--- src/rtl/div.sv ---
// Multi-cycle radix-2 restoring divider for DIV/DIVU with annul support.
// Optional DIV_EARLY_OUT_EN: finish immediately when |dividend| < |divisor|.
module div #(
  parameter int DATA_W = 32
) (
  input  logic                clk,
  input  logic                rst,
  input  logic                signed_div_i,
  input  logic [DATA_W-1:0]   opdata1_i,
  input  logic [DATA_W-1:0]   opdata2_i,
  input  logic                start_i,
  input  logic                annul_i,
  output logic [2*DATA_W-1:0] result_o,
  output logic                ready_o
);

  localparam int CNT_W = $clog2(DATA_W) + 1;

  typedef enum logic [1:0] {FREE, BYZERO, ON, END} state_t;

  state_t              state_reg, state_next;
  logic [CNT_W-1:0]    cnt_reg, cnt_next;
  logic [2*DATA_W:0]   work_reg, work_next;
  logic [DATA_W-1:0]   dvs_mag_reg, dvs_mag_next;
  logic                dvd_neg_reg, dvd_neg_next;
  logic                dvs_neg_reg, dvs_neg_next;
  logic                ready_reg, ready_next;
  logic [2*DATA_W-1:0] result_reg, result_next;

  logic                dvd_neg, dvs_neg;
  logic [DATA_W-1:0]   dvd_mag, dvs_mag;
  logic [DATA_W:0]     trial;
  logic [DATA_W-1:0]   q_raw, r_raw, q_fix, r_fix;

  always_comb begin
    dvd_neg = signed_div_i & opdata1_i[DATA_W-1];
    dvs_neg = signed_div_i & opdata2_i[DATA_W-1];
    dvd_mag = dvd_neg ? (~opdata1_i + 1'b1) : opdata1_i;
    dvs_mag = dvs_neg ? (~opdata2_i + 1'b1) : opdata2_i;
    // Trial subtraction of the divisor from the upper partial remainder.
    trial   = work_reg[2*DATA_W:DATA_W] - {1'b0, dvs_mag_reg};
    q_raw   = work_reg[DATA_W-1:0];
    r_raw   = work_reg[2*DATA_W:DATA_W+1];
    q_fix   = (dvd_neg_reg ^ dvs_neg_reg) ? (~q_raw + 1'b1) : q_raw;
    r_fix   = dvd_neg_reg ? (~r_raw + 1'b1) : r_raw;
  end

  always_comb begin
    state_next   = state_reg;
    cnt_next     = cnt_reg;
    work_next    = work_reg;
    dvs_mag_next = dvs_mag_reg;
    dvd_neg_next = dvd_neg_reg;
    dvs_neg_next = dvs_neg_reg;
    ready_next   = ready_reg;
    result_next  = result_reg;
    case (state_reg)
      FREE: begin
        if (start_i && !annul_i) begin
          if (opdata2_i == '0) begin
            state_next = BYZERO;
          end else begin
`ifdef DIV_EARLY_OUT_EN
            if (dvd_mag < dvs_mag) begin
              state_next  = END;
              ready_next  = 1'b1;
              result_next = {opdata1_i, {DATA_W{1'b0}}};
            end else
`endif
            begin
              state_next   = ON;
              cnt_next     = '0;
              work_next    = {1'b0, dvd_mag, 1'b0};
              dvs_mag_next = dvs_mag;
              dvd_neg_next = dvd_neg;
              dvs_neg_next = dvs_neg;
            end
          end
        end
      end
      BYZERO: begin
        // Result stays 0; ready rises one edge after reaching END.
        state_next = annul_i ? FREE : END;
      end
      ON: begin
        if (annul_i) begin
          state_next = FREE;
        end else if (cnt_reg == CNT_W'(DATA_W)) begin
          state_next  = END;
          ready_next  = 1'b1;
          result_next = {r_fix, q_fix};
        end else begin
          if (trial[DATA_W])
            work_next = {work_reg[2*DATA_W-1:0], 1'b0};
          else
            work_next = {trial[DATA_W-1:0], work_reg[DATA_W-1:0], 1'b1};
          cnt_next = cnt_reg + 1'b1;
        end
      end
      END: begin
        // ready is guaranteed to be seen for at least one cycle before release.
        if (!start_i && ready_reg) begin
          state_next  = FREE;
          ready_next  = 1'b0;
          result_next = '0;
        end else begin
          ready_next = 1'b1;
        end
      end
      default: state_next = FREE;
    endcase
  end

  always_ff @(posedge clk) begin
    if (rst) begin
      state_reg   <= FREE;
      cnt_reg     <= '0;
      work_reg    <= '0;
      dvs_mag_reg <= '0;
      dvd_neg_reg <= 1'b0;
      dvs_neg_reg <= 1'b0;
      ready_reg   <= 1'b0;
      result_reg  <= '0;
    end else begin
      state_reg   <= state_next;
      cnt_reg     <= cnt_next;
      work_reg    <= work_next;
      dvs_mag_reg <= dvs_mag_next;
      dvd_neg_reg <= dvd_neg_next;
      dvs_neg_reg <= dvs_neg_next;
      ready_reg   <= ready_next;
      result_reg  <= result_next;
    end
  end

  assign ready_o  = ready_reg;
  assign result_o = result_reg;

endmodule
--- config.mk ---
export PLATFORM = sky130hd
export DESIGN_NAME = div
export DESIGN_NICKNAME = d
export VERILOG_FILES = /design/src/rtl/div.sv
export SDC_FILE = /design/constraint.sdc
export NUM_CORES = 1
export LEC_CHECK = 0
export ABC_AREA = 1
export BUFFER_PORTS_ARGS = -buffer_cell sky130_fd_sc_hd__buf_2
export CAP_MARGIN = 20
export CORE_MARGIN = 2
export CORE_UTILIZATION = 35
export CTS_CLUSTER_DIAMETER = 150
export DETAILED_ROUTE_END_ITERATION = 10
export SKIP_LAST_GASP = 1
export SLEW_MARGIN = 20
export SYNTH_ARGS = -nofsm -noshare
export SYNTH_HDL_FRONTEND = slang
export SYNTH_SLANG_ARGS = --single-unit
--- constraint.sdc ---
create_clock -name clk -period 2.6 [get_ports clk]
set_input_delay 0.13 -clock clk [delete_from_list [all_inputs] [get_ports clk]]
set_output_delay 0.13 -clock clk [all_outputs]
set_load 0.02 [all_outputs]
==> results.cfg, run 1 <==
[floorplan]
rows = 70
start_util_pct = 35.55
die_h_um = 197.1
core_um2 = 36700
num_io_pins = 134
die-area_um2 = 38830
fp.dieW_um = 197.1

[critical_path]
critPathCapture = work_reg[50]$_SDFFE_PP0P_
critPathLaunch = work_reg[32]$_SDFFE_PP0P_
r2r-end = work_reg[50]$_SDFFE_PP0P_
worstRegToRegCells = 17
cpMaxStageDelayCell = fa_2
setup.worst_path.class = flip-flop to flip-flop
crit_buf_inv = 2
cpMostUsedCell = nand2_2
cp.required_ns = 2.90
cp_num_cells = 17
critPathLaunchType = flip-flop
worst-path-max-fanout = 21
end_kind = flip-flop
arrival_ns = 2.71
ff2ff_setup_slack_ns = 0.19
r2r_start = work_reg[32]$_SDFFE_PP0P_
cp_top_family = simple AND/OR/NAND/NOR gates
crit_chain = inv_1, ha_1, fa_2, inv_2, nand2_1, nand2_1, nand3_1, nand2_2, nand2_2, nand2_2, nand2_4, nand2_4, nand2_2, nand2_4, nand2_1, nand3_1, a21oi_1
critPathMaxStageDelay_ns = 0.36

[clocking]
path_clk_slew_ns = 0.07
worstSkewPairLatency_ns = 0.45
cts_root_buf = clkbuf_16
clk_path_buf_depth = 2
cts_tree = yes
cts_sinks = 172
htree_num_levels = 4
cts-buffers-inserted = 17
post-cts-setup-buffers = 0

[cells_and_area]
largest_register_ffs = 65
drive_above_1_share_pct = 11.40
final_cells = 2783
final_cell_area_um2 = 14930
finalNetCount = 2414
n_antenna_cell = 0
syn2layout_area_growth_pct = 14.46
final_util_pct = 40.69

[yosys]
syn-cell-area_um2 = 13050
syn-num-nets = 2290
netlist_instances = 2178
ys_async_sr_fraction_pct = 0
syn_avg_cell_area_um2 = 5.989
synth_edf_count = 0
synth_seq_area_share_pct = 26.40
yosys_warnings = 0
synth-main-ff-cell = dfxtp_1
ys_types = 48
synth-seq-cells = 172

[detailed_routing]
wire_per_inst_um = 15.25
wl_mm = 42.44
drt_iter0_drc = 1055
drt-vias-per-instance = 5.027
via_count = 13989
ant_nets = 0
drcViolationCount = 0
first_pass_iters = 6

[grt]
grt_pass1_vias = 12903
grt_usage_pct = 21.98
grt_start_max_net_pins = 61
antenna_found_initial = 3
grt_pass1_wl_mm = 68.24
grt_overflow = 0

[power]
ir_worst_vdd_v = 0.0003602
power_density_nw_per_um2 = 553.4
p_leak_nw = 7.283

[placed_design]
placedCellCount = 2746
dpl-instance-area_um2 = 14250
gp_routability_congestion = 0.9752
dpl.hpwl_mm = 34.31
portBuffers = 133

[sta]
fin_tns_setup_ns = 0
fin_skew_ns = 0.01360
setup_viol = 0
worstMarginPinSlew_ns = 0.6070
max_freq_mhz = 415.7
drv_slew = 0
rsz0062_at_grt = yes
hold_viol = 0
whs_ns = 0.01372
timing.final.crit_share_pct = 92.53
period_needed_ns = 2.406
slew_headroom_pct = 59.49

[job]
cap_violations = 0

[status]
outcome = completed

[worst_hold_path]
hp-class = input pin to flip-flop
worst min path at each step:
stage / start / end / slack [ns] / cells after the start
2_1_floorplan: opdata2_i[31] / dvs_mag_reg[31]$_SDFFE_PP0P_ / 0.27 / 2
3_3_place_gp: opdata2_i[1] / dvs_mag_reg[1]$_SDFFE_PP0P_ / 0.43 / 3
3_5_place_dp: opdata2_i[1] / dvs_mag_reg[1]$_SDFFE_PP0P_ / 0.43 / 3
4_1_cts: opdata2_i[23] / dvs_mag_reg[23]$_SDFFE_PP0P_ / 0.003 / 3
5_1_grt: opdata2_i[23] / dvs_mag_reg[23]$_SDFFE_PP0P_ / 0.01 / 3
6_report: opdata2_i[27] / dvs_mag_reg[27]$_SDFFE_PP0P_ / 0.01 / 3
cell usage after synthesis (4+ instances only):
cell type,n,area (µm²)
inv_2,15,56.30
nand3_1,189,945.9
nand2_2,10,62.56
a31oi_1,19,118.9
buf_6,6,67.56
clkbuf_1,33,123.9
nor3b_1,4,30.03
dfxtp_1,172,3443
nor2_2,6,37.54
o211ai_1,13,97.59
nor3_1,22,110.1
ha_1,42,525.5
xnor2_1,18,157.7
nor2_1,208,780.8
nand2_1,671,2519
xor2_1,74,648.1
or2_2,6,37.54
inv_1,272,1021
buf_4,8,60.06
nand2_4,4,45.04
o22ai_1,4,25.02
a21oi_1,187,935.9
buf_2,26,130.1
o21ai_1,10,50.05
nand4_1,32,200.2
o21bai_1,4,30.03
o21ai_0,70,350.3
nand3b_1,18,135.1
cells by family after synthesis:
kind of cell	after synthesis	share of synthesized area [%]
AO/OA/AOI/OAI	321	13.28
XOR/XNOR	92	6.177
adder cells (fa/ha/maj)	43	4.182
buffers and inverters	363	11.27
flip-flops	172	26.40
AND/OR/NAND/NOR	1187	38.69
layout by cell type (no fill, tap or decap), types with 19 or more instances in the layout:
| cell | Yosys | routed |
|---|---|---|
| nand2_1 | 671 | 671 |
| buf_4 | 8 | 39 |
| inv_1 | 272 | 271 |
| o21ai_0 | 70 | 70 |
| xor2_1 | 74 | 74 |
| buf_2 | 26 | 132 |
| dfxtp_1 | 172 | 172 |
| nor2_1 | 208 | 208 |
| a31oi_1 | 19 | 19 |
| nand4_1 | 32 | 32 |
| nand3_1 | 189 | 189 |
| nor3_1 | 22 | 22 |
| a21oi_1 | 187 | 187 |
| ha_1 | 42 | 42 |
report_power, final:
part           leakage, nW  internal, mW  switching, mW  total, mW
logic                 5.60         0.872           1.83       2.70
clock network        0.291          1.46           1.19       2.66
registers             1.39          2.76          0.148       2.91
worst reg2reg max path, cell delays in order (launching register included):
cell and delay [ns]:
dfxtp_1 0.34, inv_1 0.09, ha_1 0.25, fa_2 0.36, inv_2 0.08, nand2_1 0.05
nand2_1 0.07, nand3_1 0.08, nand2_2 0.11, nand2_2 0.07, nand2_2 0.08, nand2_4 0.08
nand2_4 0.08, nand2_2 0.07, nand2_4 0.22, nand2_1 0.10, nand3_1 0.08, a21oi_1 0.07
layer usage:
metal  track usage (%)  vias to the layer above  wire length [µm]
met4             4.734                        6               560
met2             31.80                      383             17110
met3             2.732                       44              2504
met5                 0                        -                42
met1             34.29                     6323             22230
li1                  -                     7233                 -
cell type report:
class	instances	area [µm²]
fill	4064	21770
multi-input combinational	1643	8157
sequential	172	3443
inverter	288	1081
timing repair buffer	180	1066
tap	468	585.6
clock buffer	18	439.2
clock inverter	14	160.2
stage by stage:
stage          total power, mW  setup slack (ns)
2_1_floorplan            4.888            0.4570
3_3_place_gp             5.617           0.09513
3_5_place_dp             5.621         -0.006703
5_1_grt                  8.794          -0.01391
6_report                 8.264            0.1943
4_1_cts                  8.277           0.03387
timing repair:
action / in CTS / in global routing
endpoints found under the hold margin: 5 / 0
setup endpoints to repair: 4 / 53
pin swaps: 0 / 1
hold buffers: 5 / 0
gates resized for setup: 1 / 7
No activity file was read; power rests on OpenSTA's default activity.
==> run 2, diff against run 1 <==
- PLACE_DENSITY: default -> 0.61
==> run 2 against run 1 <==
Net effect:
- count of clock-buffer cells in the layout decreased by 1
- critical path depth unchanged
- global-route usage increased by 0.11 points
- die area unchanged
- utilization increased by 0.14 points
- flip-flop and latch count unchanged
- clock skew decreased by 0.0041 ns
==> results.cfg, run 2 (synthesis results as in run 1) <==
[cells_and_area]
drive_above_1_share_pct = 11.34
final_util_pct = 40.83
largest_register_ffs = 65
regArea_um2 = 3443
final_cells = 2789
finalNetCount = 2418
filler_cell_count = 4025
layout_common_cells = nand2_1 (671), inv_1 (272), nor2_1 (208)
final_common_cell = nand2_1
multi_input_area_um2 = 8164
syn2layout_area_growth_pct = 14.85

[floorplan]
core_um2 = 36700
rows = 70
die-area_um2 = 38830
num_io_pins = 134
start_util_pct = 35.55
fp.dieW_um = 197.1
die_h_um = 197.1

[detailed_routing]
first_pass_iters = 6
drt-vias-per-instance = 5.015
wire_per_inst_um = 15.58
wl_mm = 43.45
via_count = 13986
ant_nets = 0
drt_iter0_drc = 1000
drcViolationCount = 0

[sta]
rsz0062_at_grt = yes
period_needed_ns = 2.457
hold_viol = 0
drv_slew = 0
max_freq_mhz = 407.0
fin_skew_ns = 0.009546
setup_viol = 0
worstMarginPinSlew_ns = 0.8224
timing.final.crit_share_pct = 94.49
slew_headroom_pct = 45.17

[critical_path]
worst-path-max-fanout = 20
critPathLaunchType = flip-flop
cp.required_ns = 2.97
end_kind = flip-flop
arrival_ns = 2.83
setup.worst_path.class = flip-flop to flip-flop

[grt]
grt_start_max_net_pins = 79
grt_overflow = 0
grt_pass1_wl_mm = 68.12
grt_pass1_vias = 12617
grt_usage_pct = 22.09
antenna_found_initial = 3

[clocking]
clk_path_buf_depth = 2
htree_num_levels = 4
cts_tree = yes
cts-buffers-inserted = 17
path_clk_slew_ns = 0.08
cts_root_buf = clkbuf_16
post-cts-setup-buffers = 0
worstSkewPairLatency_ns = 0.45
cts_sinks = 172

[placed_design]
portBuffers = 133
placedCellCount = 2746
gp_routability_congestion = 0.9510
dpl.hpwl_mm = 34.59

[job]
cap_violations = 0

[worst_hold_path]
hp-class = input pin to flip-flop

[power]
p_leak_nw = 7.300
ir_worst_vdd_v = 0.0004033
power_density_nw_per_um2 = 554.9

[status]
outcome = completed
-- run 2: changes by cell type in the layout (fill, tap and decap cells not counted), sizes merged --
| cell | before | now |
|---|---|---|
| nor2 | 217 | 218 |
| inv | 291 | 295 |
| diode | 0 | 2 |
| clkbuf | 18 | 17 |
| bufinv | 2 | 1 |
| dlygate4sd3 | 5 | 8 |
| clkinv | 7 | 5 |
-- run 2: final timing paths --
check	depth (start not counted)	slack, ns	start	endpoint
worst max-delay path	17	0.14	work_reg[32]$_SDFFE_PP0P_	work_reg[63]$_SDFFE_PP0P_
worst min-delay path	4	0.006	signed_div_i	dvs_mag_reg[31]$_SDFFE_PP0P_
worst max register to register	17	0.14	work_reg[32]$_SDFFE_PP0P_	work_reg[63]$_SDFFE_PP0P_
worst min register to register	2	0.46	result_o[63]$_SDFFE_PP0P_	result_o[63]$_SDFFE_PP0P_
-- run 2: what timing repair did --
action | 4_1_cts | 5_1_grt
hold buffers | 8 | 0
resized for setup | 0 | 5
hold endpoints to repair | 8 | 0
endpoints found under the setup margin | 0 | 36
-- run 2: worst max-delay path: stages (launching register included) --
cell     delay [ns]
dfxtp_1        0.33
inv_1          0.06
ha_1           0.22
fa_1           0.40
inv_1          0.12
nand2_1        0.06
nand2_1        0.07
nand3_1        0.08
nand2_2        0.11
nand2_2        0.07
nand2_2        0.08
nand2_4        0.08
nand2_4        0.08
nand2_2        0.10
buf_6          0.19
nand3_1        0.10
nand3_1        0.09
a21oi_1        0.14
-- run 2: per-layer routing --
layer | part of all wire, % | wire length, µm | vias up | GRT usage (%)
li1 | - | - | 7252 | -
met1 | 52 | 22530 | 6289 | 33.32
met2 | 41 | 17620 | 390 | 32.16
met3 | 6.0 | 2597 | 51 | 3.995
met4 | 1.6 | 687 | 4 | 5.347
met5 | 0.032 | 14 | - | 0
-- run 2: layout make-up --
type	count	share of cell area (%)
tap	468	3.908
sequential	172	22.98
timing repair buffer	183	7.374
inverter	288	7.216
antenna	2	0.03341
clock inverter	15	1.152
clock buffer	17	2.839
multi-input combinational	1644	54.49
-- run 2: where the power goes --
group | internal (mW) | switching, mW | leakage [nW]
sequential | 2.76 | 0.138 | 1.39
combinational | 0.874 | 1.88 | 5.62
clock | 1.37 | 1.28 | 0.287
-- run 2: through the flow --
stage                     TNS (ns)  total power, mW  worst slack [ns]  hold slack [ns]  instance area (µm²)
after floorplan                  0            4.888            0.4570           0.2709                13050
after global placement           0            5.648           0.09117           0.4209                14260
after detailed placement         0            5.649           0.03346           0.4110                14260
after CTS                        0            8.309          0.001135         0.003702                14940
after global routing      -0.01053            8.831         -0.007089          0.02216                14980
final                            0            8.313            0.1433         0.006417                14980
==> run 3, diff against run 2 <==
- CORE_MARGIN: 2 -> default
- CORE_UTILIZATION: 35 -> 40
- PLACE_DENSITY: 0.61 -> 0.67
==> run 3 against run 2 <==
Net effect:
- total power decreased by 0.37%
- utilization increased by 6.1 points
- clock skew increased by 0.0052 ns
- fmax increased by 1.7%
- flip-flop and latch count unchanged
- register-to-register slack improved by 0.04 ns
- critical endpoint is now work_reg[53]$_SDFFE_PP0P_
- largest cell class unchanged
- highest routed layer is now met4
==> results.cfg, run 3 (synthesis results as in run 1) <==
[power]
pwr-share-comb_pct = 33.1
fin_total_pwr_mw = 8.282
switchingPower_mw = 3.269
seqPwrFrac_pct = 35.2
power.internal_mw = 5.014
p_leak_nw = 7.296
clockPowerShare_pct = 31.8
switching_share_pct = 39.46
ir_worst_vdd_v = 0.0004444
power_density_nw_per_um2 = 554.9

[critical_path]
r2r-end = work_reg[53]$_SDFFE_PP0P_
end_kind = flip-flop
arrival_ns = 2.70
critPathLaunchType = flip-flop
critPathCapture = work_reg[53]$_SDFFE_PP0P_
worst-path-max-fanout = 20
ff2ff_setup_slack_ns = 0.18
r2r_start = work_reg[58]$_SDFFE_PP0P_
setup.worst_path.class = flip-flop to flip-flop
cp.required_ns = 2.88
worstRegToRegCells = 14
critPathLaunch = work_reg[58]$_SDFFE_PP0P_

[sta]
rsz0062_at_grt = no
max_freq_mhz = 414.0
period_needed_ns = 2.415
slew_headroom_pct = 45.76
fin_tns_setup_ns = 0
drv_slew = 0
setup_viol = 0
timing.final.crit_share_pct = 92.90
whs_ns = 0.01739
fin_skew_ns = 0.01473
worstMarginPinSlew_ns = 0.8137
hold_viol = 0

[floorplan]
fp.dieW_um = 182.6
core_um2 = 31800
die_h_um = 182.6
die-area_um2 = 33340
num_io_pins = 134
rows = 65
start_util_pct = 41.02

[detailed_routing]
drt_iter0_drc = 1138
wl_mm = 42.07
drcViolationCount = 0
drt-vias-per-instance = 5.144
wire_per_inst_um = 15.29
ant_nets = 0
first_pass_iters = 6
via_count = 14150

[clocking]
clk_path_buf_depth = 2
worstSkewPairLatency_ns = 0.45
cts_root_buf = clkbuf_16
path_clk_slew_ns = 0.07
cts_sinks = 172
htree_num_levels = 4
cts_tree = yes
cts-buffers-inserted = 17
post-cts-setup-buffers = 0

[cells_and_area]
largest_register_ffs = 65
final_cell_area_um2 = 14930
drive_above_1_share_pct = 11.49
finalNetCount = 2415
final_cells = 2751
final_common_cell = nand2_1
syn2layout_area_growth_pct = 14.42
layout_common_cells = nand2_1 (671), inv_1 (271), nor2_1 (208)
n_antenna_cell = 0

[job]
cap_violations = 0

[grt]
grt_usage_pct = 25.49
grt_overflow = 0
grt_pass1_wl_mm = 67.86
grt_pass1_vias = 12755
grt_start_max_net_pins = 74
antenna_found_initial = 0

[worst_hold_path]
hp-class = input pin to flip-flop

[status]
outcome = completed

[placed_design]
portBuffers = 133
placedCellCount = 2712
gp_routability_congestion = 0.9641
dpl-instance-area_um2 = 14210
dpl.hpwl_mm = 33.73
[run 3: cell count changes in the layout (fill, tap and decap cells not counted), moves of 2 or more]
cell / previous run / this run
buf_4: 39 / 36
dfxtp_1: 172 / 169
dfxtp_2: 0 / 3
diode_2: 2 / 0
inv_8: 3 / 5
[run 3: cell type report]
type | instances | area (µm²)
sequential | 172 | 3447
clock buffer | 17 | 425.4
clock inverter | 15 | 167.7
fill | 3446 | 16870
timing repair buffer | 181 | 1107
tap | 435 | 544.3
inverter | 288 | 1081
multi-input combinational | 1643 | 8153
[run 3: per-stage QoR]
stage | setup slack [ns] | utilization, %
2_1_floorplan | 0.4570 | -
3_3_place_gp | 0.1087 | 44.70
3_5_place_dp | 0.02909 | 44.70
4_1_cts | 0.008258 | 46.78
5_1_grt | 0.008906 | 46.94
6_report | 0.1845 | 46.94
[run 3: worst min path at each step]
| stage | start | to | slack (ns) | cells past startpoint |
|---|---|---|---|---|
| floorplan | opdata2_i[31] | dvs_mag_reg[31]$_SDFFE_PP0P_ | 0.27 | 2 |
| detailed placement | opdata2_i[1] | dvs_mag_reg[1]$_SDFFE_PP0P_ | 0.42 | 3 |
| global route | opdata2_i[27] | dvs_mag_reg[27]$_SDFFE_PP0P_ | 0.02 | 3 |
| CTS | opdata2_i[29] | dvs_mag_reg[29]$_SDFFE_PP0P_ | 0.003 | 3 |
| global placement | opdata2_i[31] | dvs_mag_reg[31]$_SDFFE_PP0P_ | 0.41 | 3 |
| finish | opdata2_i[23] | dvs_mag_reg[23]$_SDFFE_PP0P_ | 0.02 | 3 |
[run 3: worst max-delay path, cell delays in order, from the launching register on]
cell	delay (ns)
dfxtp_1	0.50
ha_1	0.35
nand2_1	0.12
inv_2	0.04
nand2_1	0.11
inv_2	0.05
nand2_1	0.11
inv_1	0.09
a21oi_4	0.24
nand2_4	0.08
nand2_2	0.15
buf_12	0.18
nand3_1	0.09
nand3_1	0.10
a21oi_1	0.07
[run 3: timing repair]
| action | in CTS | in global routing |
|---|---|---|
| gates resized for setup | 0 | 14 |
| hold buffers | 7 | 0 |
| endpoints found under the setup margin | 0 | 52 |
| endpoints found under the hold margin | 6 | 0 |
[run 3: layer usage]
layer	share of wire (%)	GRT usage, %
met1	51	39.97
met3	6.3	2.475
met4	1.6	6.017
met2	41	36.61
met5	0	0
[run 3: power by group through the flow]
| stage | registers, mW | clock network (mW) | logic [mW] |
|---|---|---|---|
| final | 2.91 | 2.63 | 2.74 |
| after floorplan | 2.91 | 0 | 1.98 |
| after detailed placement | 2.97 | 0 | 2.68 |
| after global routing | 2.93 | 2.78 | 3.07 |
| after global placement | 2.96 | 0 | 2.67 |
| after CTS | 2.91 | 2.68 | 2.70 |
